==> src/rtl/tt_io_vector_driver.sv <==
// tt_io_vector_driver
// Host-side vector driver for a tt_um_* tile's dedicated pins. It buffers
// {stimulus, expected, mask} vectors and replays them on the tile's input
// bus. After each update it waits SETTLE cycles, samples the tile's output
// bus and compares it under the mask. It reports the mismatch count, the
// first failing index and pass/fail.
//
// Parameters
//   DEPTH  : vector buffer entries (power of two, >= 2)
//   SETTLE : cycles from a dut_in update to the dut_out sample (>= 1)
//
// Ports
//   clk, rst                  : clock, synchronous active-high reset
//   vec_valid/vec_ready       : vector write handshake (IDLE only)
//   vec_stim/vec_exp/vec_mask : vector contents (mask bit 1 = bit checked)
//   start                     : single-cycle run request
//   busy, done                : run in progress / one-cycle end-of-run pulse
//   pass, err_count           : result of the last run (err_count saturates)
//   first_err_valid/_idx      : index of the first mismatching vector
//   dut_in, dut_out           : registered drive to ui_in, sampled uo_out
//
// Optional build macro
//   TT_VECTOR_HALT_ON_ERR_EN : when defined, the first mismatch ends the run.
module tt_io_vector_driver #(
    parameter int DEPTH  = 16,
    parameter int SETTLE = 2
) (
    input  logic                     clk,
    input  logic                     rst,
    input  logic                     vec_valid,
    output logic                     vec_ready,
    input  logic [7:0]               vec_stim,
    input  logic [7:0]               vec_exp,
    input  logic [7:0]               vec_mask,
    input  logic                     start,
    output logic                     busy,
    output logic                     done,
    output logic                     pass,
    output logic [7:0]               err_count,
    output logic                     first_err_valid,
    output logic [$clog2(DEPTH)-1:0] first_err_idx,
    output logic [7:0]               dut_in,
    input  logic [7:0]               dut_out
);

    localparam int IW = $clog2(DEPTH);
    localparam int CW = $clog2(DEPTH) + 1;
    localparam int SW = $clog2(SETTLE + 1);

    typedef enum logic [1:0] {S_IDLE, S_RUN, S_FIN} state_t;

    state_t          r_state;
    state_t          w_state_nxt;

    logic [7:0]      r_stim [DEPTH];
    logic [7:0]      r_exp  [DEPTH];
    logic [7:0]      r_mask [DEPTH];

    logic [CW-1:0]   r_count;
    logic [IW-1:0]   r_idx;
    logic [SW-1:0]   r_settle;
    logic [7:0]      r_err;
    logic            r_pass;
    logic            r_fev;
    logic [IW-1:0]   r_fei;
    logic [7:0]      r_dut_in;

    logic            w_wr;
    logic            w_expire;
    logic            w_mis;
    logic            w_last;
    logic            w_stop;
    logic [7:0]      w_err_nxt;

    function automatic logic [7:0] sat_inc(input logic [7:0] c, input logic inc);
        if (inc && (c != 8'hFF))
            return c + 8'd1;
        return c;
    endfunction

    // start takes priority over a simultaneous write request.
    assign w_wr      = vec_valid && vec_ready && !start;
    assign w_expire  = (r_state == S_RUN) && (r_settle == '0);
    assign w_mis     = |((dut_out ^ r_exp[r_idx]) & r_mask[r_idx]);
    assign w_last    = ({1'b0, r_idx} == (r_count - 1'b1));
    assign w_err_nxt = sat_inc(r_err, w_mis);

`ifdef TT_VECTOR_HALT_ON_ERR_EN
    assign w_stop = w_last || w_mis;
`else
    assign w_stop = w_last;
`endif

    always_comb begin
        w_state_nxt = r_state;
        vec_ready   = (r_state == S_IDLE) && (r_count < CW'(DEPTH));
        busy        = (r_state == S_RUN);
        done        = (r_state == S_FIN);
        case (r_state)
            S_IDLE: if (start) w_state_nxt = (r_count != '0) ? S_RUN : S_FIN;
            S_RUN:  if (w_expire && w_stop) w_state_nxt = S_FIN;
            S_FIN:  w_state_nxt = S_IDLE;
            default: w_state_nxt = S_IDLE;
        endcase
    end

    always_ff @(posedge clk) begin
        if (rst)
            r_state <= S_IDLE;
        else
            r_state <= w_state_nxt;
    end

    // Buffer storage carries no reset; r_count alone defines what is valid.
    always_ff @(posedge clk) begin
        if (w_wr) begin
            r_stim[r_count[IW-1:0]] <= vec_stim;
            r_exp[r_count[IW-1:0]]  <= vec_exp;
            r_mask[r_count[IW-1:0]] <= vec_mask;
        end
    end

    always_ff @(posedge clk) begin
        if (rst) begin
            r_count  <= '0;
            r_idx    <= '0;
            r_settle <= '0;
            r_err    <= '0;
            r_pass   <= 1'b0;
            r_fev    <= 1'b0;
            r_fei    <= '0;
            r_dut_in <= '0;
        end else begin
            case (r_state)
                S_IDLE: begin
                    if (start) begin
                        r_err    <= '0;
                        r_fev    <= 1'b0;
                        r_fei    <= '0;
                        r_idx    <= '0;
                        r_settle <= SW'(SETTLE - 1);
                        if (r_count != '0) begin
                            r_pass   <= 1'b0;
                            r_dut_in <= r_stim[0];
                        end else begin
                            // Empty run: trivially passes.
                            r_pass <= 1'b1;
                        end
                    end else if (w_wr) begin
                        r_count <= r_count + 1'b1;
                    end
                end
                S_RUN: begin
                    if (r_settle != '0) begin
                        r_settle <= r_settle - 1'b1;
                    end else begin
                        r_err <= w_err_nxt;
                        if (w_mis && !r_fev) begin
                            r_fev <= 1'b1;
                            r_fei <= r_idx;
                        end
                        if (w_stop) begin
                            // Result is valid in the FIN cycle alongside done.
                            r_pass <= (w_err_nxt == 8'd0);
                        end else begin
                            r_idx    <= r_idx + 1'b1;
                            r_dut_in <= r_stim[r_idx + 1'b1];
                            r_settle <= SW'(SETTLE - 1);
                        end
                    end
                end
                S_FIN: r_count <= '0;
                default: ;
            endcase
        end
    end

    assign pass            = r_pass;
    assign err_count       = r_err;
    assign first_err_valid = r_fev;
    assign first_err_idx   = r_fei;
    assign dut_in          = r_dut_in;

endmodule
==> config.mk <==
export PLATFORM = sky130hd
export DESIGN_NAME = tt_io_vector_driver
export DESIGN_NICKNAME = d
export VERILOG_FILES = /design/src/rtl/tt_io_vector_driver.sv
export SDC_FILE = /design/constraint.sdc
export NUM_CORES = 1
export LEC_CHECK = 0
export BUFFER_PORTS_ARGS = -buffer_cell sky130_fd_sc_hd__buf_2
export CAP_MARGIN = 10
export CORE_MARGIN = 2
export CORE_UTILIZATION = 35
export DETAILED_ROUTE_END_ITERATION = 8
export PLACE_DENSITY = 0.59
export SLEW_MARGIN = 15
export SYNTH_ARGS = -nofsm -noshare
export SYNTH_HDL_FRONTEND = slang
export SYNTH_SLANG_ARGS = --single-unit
export TNS_END_PERCENT = 10
==> constraint.sdc <==
create_clock -name clk -period 4.1 [get_ports clk]
set_input_delay 0.205 -clock clk [delete_from_list [all_inputs] [get_ports clk]]
set_output_delay 0.205 -clock clk [all_outputs]
set_load 0.005 [all_outputs]
# --- Yosys cells after proc, flatten, opt, wreduce, memory -nomap -nowiden ---
# Memories as Yosys holds them, arrays and structs flattened. A register that Yosys moved wholly into a read port is not among the register bits.
# Index checks and enable logic that the tools add are counted.
word_totals:
  out_inout_bits: 25
  ramBits: 384
  memories: 3
  reg_bits: 35
  elab_cells: 103
  inputBits: 36
mem_list:
  columns: ["memory", "depth", "width", "read_ports", "rd_ports_with_merged_regs", "write_ports", "line", "rtl"]
  rows:
  - ["r_exp", 16, 8, 1, 1, 1, "56", "logic [7:0] r_exp [DEPTH];"]
  - ["r_mask", 16, 8, 1, 1, 1, "57", "logic [7:0] r_mask [DEPTH];"]
  - ["r_stim", 16, 8, 2, 0, 1, "55", "logic [7:0] r_stim [DEPTH];"]
op_classes:
  n_reduce_logical: 25
  add_sub_neg: 5
  n_bitwise: 2
  n_eq_ne: 14
  mux: 44
  magnitude_cmp: 1
ops:
  columns: ["cell", "count"]
  rows:
  - ["$mux 8", 8]
  - ["$mux 4", 9]
  - ["$pmux 8 s2", 2]
  - ["$pmux 4 s2", 2]
  - ["$mux 2", 6]
  - ["$reduce_and 4->1", 3]
  - ["$mux 1", 10]
  - ["$mux 5", 2]
  - ["$ne 2x2->1 const B", 5]
  - ["$pmux 5 s2", 1]
  - ["$reduce_and 3->1", 3]
  - ["$add 8x1->8 const B", 1]
  - ["$and 8x8->8", 1]
  - ["$logic_not 8->1", 1]
  - ["$ne 2x1->1 const B", 4]
  - ["$ne 8x8->1 const B", 1]
  - ["$pmux 2 s2", 2]
  - ["$reduce_or 8->1", 1]
  - ["$xor 8x8->8", 1]
  - ["$logic_and 1x1->1", 7]
  - ["$reduce_bool 2->1", 3]
  - ["$add 5x1->5 const B", 1]
  - ["$eq 4x5->1", 1]
  - ["$lt 5x5->1 const B", 1]
  - ["other kinds (12)", 15]

# --- Depth between registers and ports, before layout ---
depth:
  ltp_word: 10
  depth_mapped: 14
  depth_no_buf: 11

# --- Least setup slack after synthesis ---
# Ideal clock, no wire load.
synth_timing:
  kind: "register to register"
  start: "reg r_state[0]"
  end: "mem r_exp[3][0], enable pin"
  arrival_time_ns: 2.985
  synth_period_minus_slack_ns: 3.420
  slack_ns: 0.680
  n_path_buf: 2
  path_stages_with_launch: 7
  setup_time_ns: 0.435
  path_cell_list: "dfxtp_1 clkbuf_1 nor3_1 and3b_1 clkbuf_1 nand2_1 nor3_1"
synth_via:
  elab_chain_len: 6
synth_rtl:
  columns: ["item", "line", "rtl"]
  rows:
  - ["start, declared", "52", "state_t r_state;"]
  - ["start signal, assigned", "111", "r_state <= w_state_nxt;"]
  - ["$logic_not 2->1", "96", "vec_ready = (r_state == S_IDLE) && (r_count < CW'(DEPTH));"]
  - ["$logic_and 1x1->1", "96", null]
  - ["via vec_ready", "31", "output logic vec_ready,"]
  - ["$logic_and 1x1->1 (2 in series)", "82", "assign w_wr = vec_valid && vec_ready && !start;"]
  - ["$mux 1", "116", "if (w_wr) begin"]
  - ["$mux 1 (implied by the code)", "118", "r_exp[r_count[IW-1:0]] <= vec_exp;"]
  - ["end, declared", "56", null]
# The timed path passes the listed nets, and every way through them passes these cells.

==> metrics.md <==
| Metric | Value |
|---|---|
| Primary FF master, synth | `edfxtp_1` |
| Slowest stage delay, CP | `0.78 ns` |
| FF+latch count, synth | `423` |
| Die Ht | `223.7 µm` |
| Synth Instances | `918` |
| Pre-CTS WS | `0.4128 ns` |
| CP Max Fanout | `36` |
| WP buf/inv | `1` |
| Clock transition at path regs | `0.06 ns` |
| Fillcell total | `4224` |
| Clock Tree Root | `clkbuf_16` |
| Worst Setup End Kind | `flip-flop` |
| Die footprint | `50050 µm²` |
| Fin crit share | `89.25%` |
| Mapped Area | `16900 µm²` |
| CTS buffer count | `44` |
| Pins Over Slew Limit | `0` |
| Post-Route WL | `38230 µm` |
| Max-Cap Viols | `0` |
| # H-tree levels | `2` |
| Post-synthesis sequential area ratio | `72.86%` |
| DRT iter0 DRCs | `848` |
| Core area | `47750 µm²` |
| Syn_area_per_cell | `18.41 µm²` |
| Area grow syn2layout | `16.22%` |
| Register Area | `12320 µm²` |
| GPL Wtd Cong | `0.7403` |
| Initial Utilization | `35.39%` |
| Largest net degree at the start of global routing | `37` |
| Ys Warns | `0` |
| Clk sink count | `423` |
| Final min period | `3.659 ns` |
| Cell row count | `80` |
| Wire per inst | `22.85 µm` |
| Post-synth EDFFs | `384` |
| Worst skew pair latency | `0.57 ns` |
| Total track usage | `15.63%` |
| Crit-path leading delay family | `compound AO/OA/AOI/OAI gates` |
| Cell Pwr Density | `461.1 nW/µm²` |
| Worst EP required | `4.56 ns` |
| Post-synth cell types | `66` |
| Peak Freq | `0.2733 GHz` |
| Post-DR vias/cell | `5.219` |
| VDD IR max | `0.2775 mV` |
| IO Port Bufs | `60` |
| RSZ-0062 raised after global routing | `false` |
| ANT nets after route | `0` |
| LEAKAGE | `6.276 nW` |
| ANT cells | `0` |
| Final HPWL DP | `23050 µm` |
| Async S/R FF share, synth | `0%` |
| Layout cell share with drive strength beyond 1 | `25.24%` |
| Ports | `61` |
| Run status | `finished clean` |
| CP max-delay cell | `dfxtp_4` |
| Crit-path cells | `mux4_2, xnor2_1, o32ai_1, a31oi_1, o2111ai_1, nor4_4, buf_4, nor4b_1, o22ai_1, o41ai_2` |
| Synthesized Nets | `960` |
| Final hold violations | `0` |
| Global-route wire length before repair | `57760 µm` |
| HP Class | `input pin to flip-flop` |
| Drt drc | `0` |
| Multi-input gate area | `4395 µm²` |
| Die W | `223.7 µm` |
| Layout Skew | `0.01982 ns` |
| Postcts setup bufs | `0` |
| CTS max path bufs | `3` |
| CTS tree | `built` |
| Crit path kind | `flip-flop to flip-flop` |
| Via count | `8731` |
| Final setup margin | `0.4407 ns` |
| Final total negative setup slack | `0 ns` |
| Vias in the first global route | `8923` |
| # setup viols final | `0` |
| Crit start category | `flip-flop` |
| Initial antenna violation count | `1` |
| Total gr overflow | `0` |
| Slew headroom | `52.92%` |
| Slew @ Worst Pin | `0.7039 ns` |
| Arr. time, crit path | `4.12 ns` |
| Layout Nets | `1065` |
| First drt pass iteration count | `5` |
| WHS | `0.02693 ns` |
==> metal layers <==
layer | global-route usage (%) | share of wire (%) | vias to the layer above
met5 | 0 | 0.034 | -
met1 | 21.82 | 44 | 4562
met2 | 25.38 | 49 | 230
met3 | 2.912 | 4.9 | 48
li1 | - | - | 3889
met4 | 3.871 | 1.6 | 2
==> sequential cells by signal (all words and copies together), names as in the netlist, named ones only <==
name	flops
r_mask	128
pass	1
r_state	2
first_err_valid	1
err_count	8
dut_in	8
first_err_idx	4
r_settle	2
r_stim	128
r_exp	128
r_idx	4
r_count	5
==> power breakdown <==
part,internal (mW),switching (mW),total (mW)
combinational,0.140,0.224,0.364
clock,2.31,1.62,3.93
sequential,4.74,0.0298,4.77
==> worst register-to-register path, stage by stage, from the launching register on <==
cell       delay (ns)
dfxtp_4          0.78
mux4_2           0.64
xnor2_1          0.13
o32ai_1          0.60
a31oi_1          0.08
o2111ai_1        0.16
nor4_4           0.07
buf_4            0.18
nor4b_1          0.41
o22ai_1          0.19
o41ai_2          0.33
==> logic make-up after synthesis <==
kind of cell	count (synthesis)	share of synthesized area [%]
flip-flops	423	72.86
AND/OR/NAND/NOR	158	4.361
multiplexers	116	13.02
AO/OA/AOI/OAI	95	4.369
XOR/XNOR	61	3.162
buffers and inverters	59	1.777
adder cells (fa/ha/maj)	6	0.4443
==> cells in the final DEF, fill, tap and decap left out, types with 6 or more instances in the layout <==
cell type | Yosys | layout
xnor2_1 | 19 | 19
clkbuf_16 | 0 | 44
dfxtp_1 | 39 | 35
inv_1 | 14 | 14
nor2_4 | 0 | 12
nand2_1 | 49 | 49
buf_4 | 3 | 31
nand2b_1 | 9 | 9
nand3_1 | 11 | 11
nor3_1 | 13 | 9
nor2b_1 | 6 | 6
clkbuf_1 | 20 | 15
ha_1 | 6 | 6
buf_2 | 12 | 60
clkinv_1 | 0 | 6
xor2_1 | 42 | 42
a311oi_1 | 11 | 11
o21ai_0 | 8 | 8
dlygate4sd3_1 | 0 | 9
mux2i_1 | 29 | 29
nor2_1 | 51 | 39
a21oi_1 | 14 | 14
a221oi_1 | 8 | 8
mux4_2 | 80 | 80
edfxtp_1 | 384 | 384
==> layout make-up <==
type | count | area share (%)
sequential | 423 | 62.74
multi-input combinational | 436 | 22.38
clock buffer | 59 | 5.893
tap | 615 | 3.918
timing repair buffer | 103 | 3.479
clock inverter | 22 | 1.300
inverter | 15 | 0.2867
==> Yosys cell counts, types with 3 or more instances <==
| library cell | number | share of area [%] |
|---|---|---|
| o21ai_0 | 8 | 0.24 |
| nor2b_1 | 6 | 0.22 |
| a21o_1 | 3 | 0.13 |
| and3_1 | 4 | 0.15 |
| a22oi_1 | 3 | 0.13 |
| o32ai_1 | 5 | 0.26 |
| mux4_2 | 80 | 11 |
| nand2_1 | 49 | 1.1 |
| ha_1 | 6 | 0.44 |
| a21oi_1 | 14 | 0.41 |
| a31oi_1 | 5 | 0.19 |
| buf_6 | 7 | 0.47 |
| nand2b_1 | 9 | 0.33 |
| xor2_1 | 42 | 2.2 |
| o31a_1 | 3 | 0.16 |
| edfxtp_1 | 384 | 68 |
| nor2_1 | 51 | 1.1 |
| a221oi_1 | 8 | 0.41 |
| nand4_1 | 4 | 0.15 |
| inv_1 | 14 | 0.31 |
| clkbuf_1 | 20 | 0.44 |
| mux2i_1 | 29 | 1.7 |
| o211ai_1 | 5 | 0.22 |
| mux2_2 | 5 | 0.33 |
| nand3_1 | 11 | 0.33 |
| xnor2_1 | 19 | 0.98 |
| dfxtp_1 | 39 | 4.6 |
| nor3_1 | 13 | 0.39 |
| a311oi_1 | 11 | 0.57 |
| buf_2 | 12 | 0.36 |
| buf_4 | 3 | 0.13 |
| o21a_1 | 3 | 0.13 |
==> metrics by stage <==
| stage | util (%) | power [mW] | instance area, µm² | instances |
|---|---|---|---|---|
| 2_1_floorplan | - | 5.060 | 16900 | 918 |
| 3_3_place_gp | 37.98 | 5.212 | 18140 | 1583 |
| 3_5_place_dp | 37.98 | 5.219 | 18140 | 1583 |
| 4_1_cts | 41.13 | 9.156 | 19640 | 1673 |
| 5_1_grt | 41.13 | 9.341 | 19640 | 1673 |
| 6_report | 41.13 | 9.055 | 19640 | 1673 |
==> timing repair <==
action / in CTS / in global routing
hold endpoints to repair: 105 / 0
gates resized for setup: 0 / 0
hold buffers: 9 / 0
==> worst paths after layout <==
check	startpoint	endpoint	slack, ns	cells past startpoint
worst min-delay path	vec_stim[5]	r_stim[4][5]	0.03	1
worst min register to register	first_err_idx[0]	first_err_idx[0]	0.49	2
worst max register to register	flip-flop	pass	0.44	10
worst max-delay path	flip-flop	pass	0.44	10
Power figures use the tool's default switching activity.
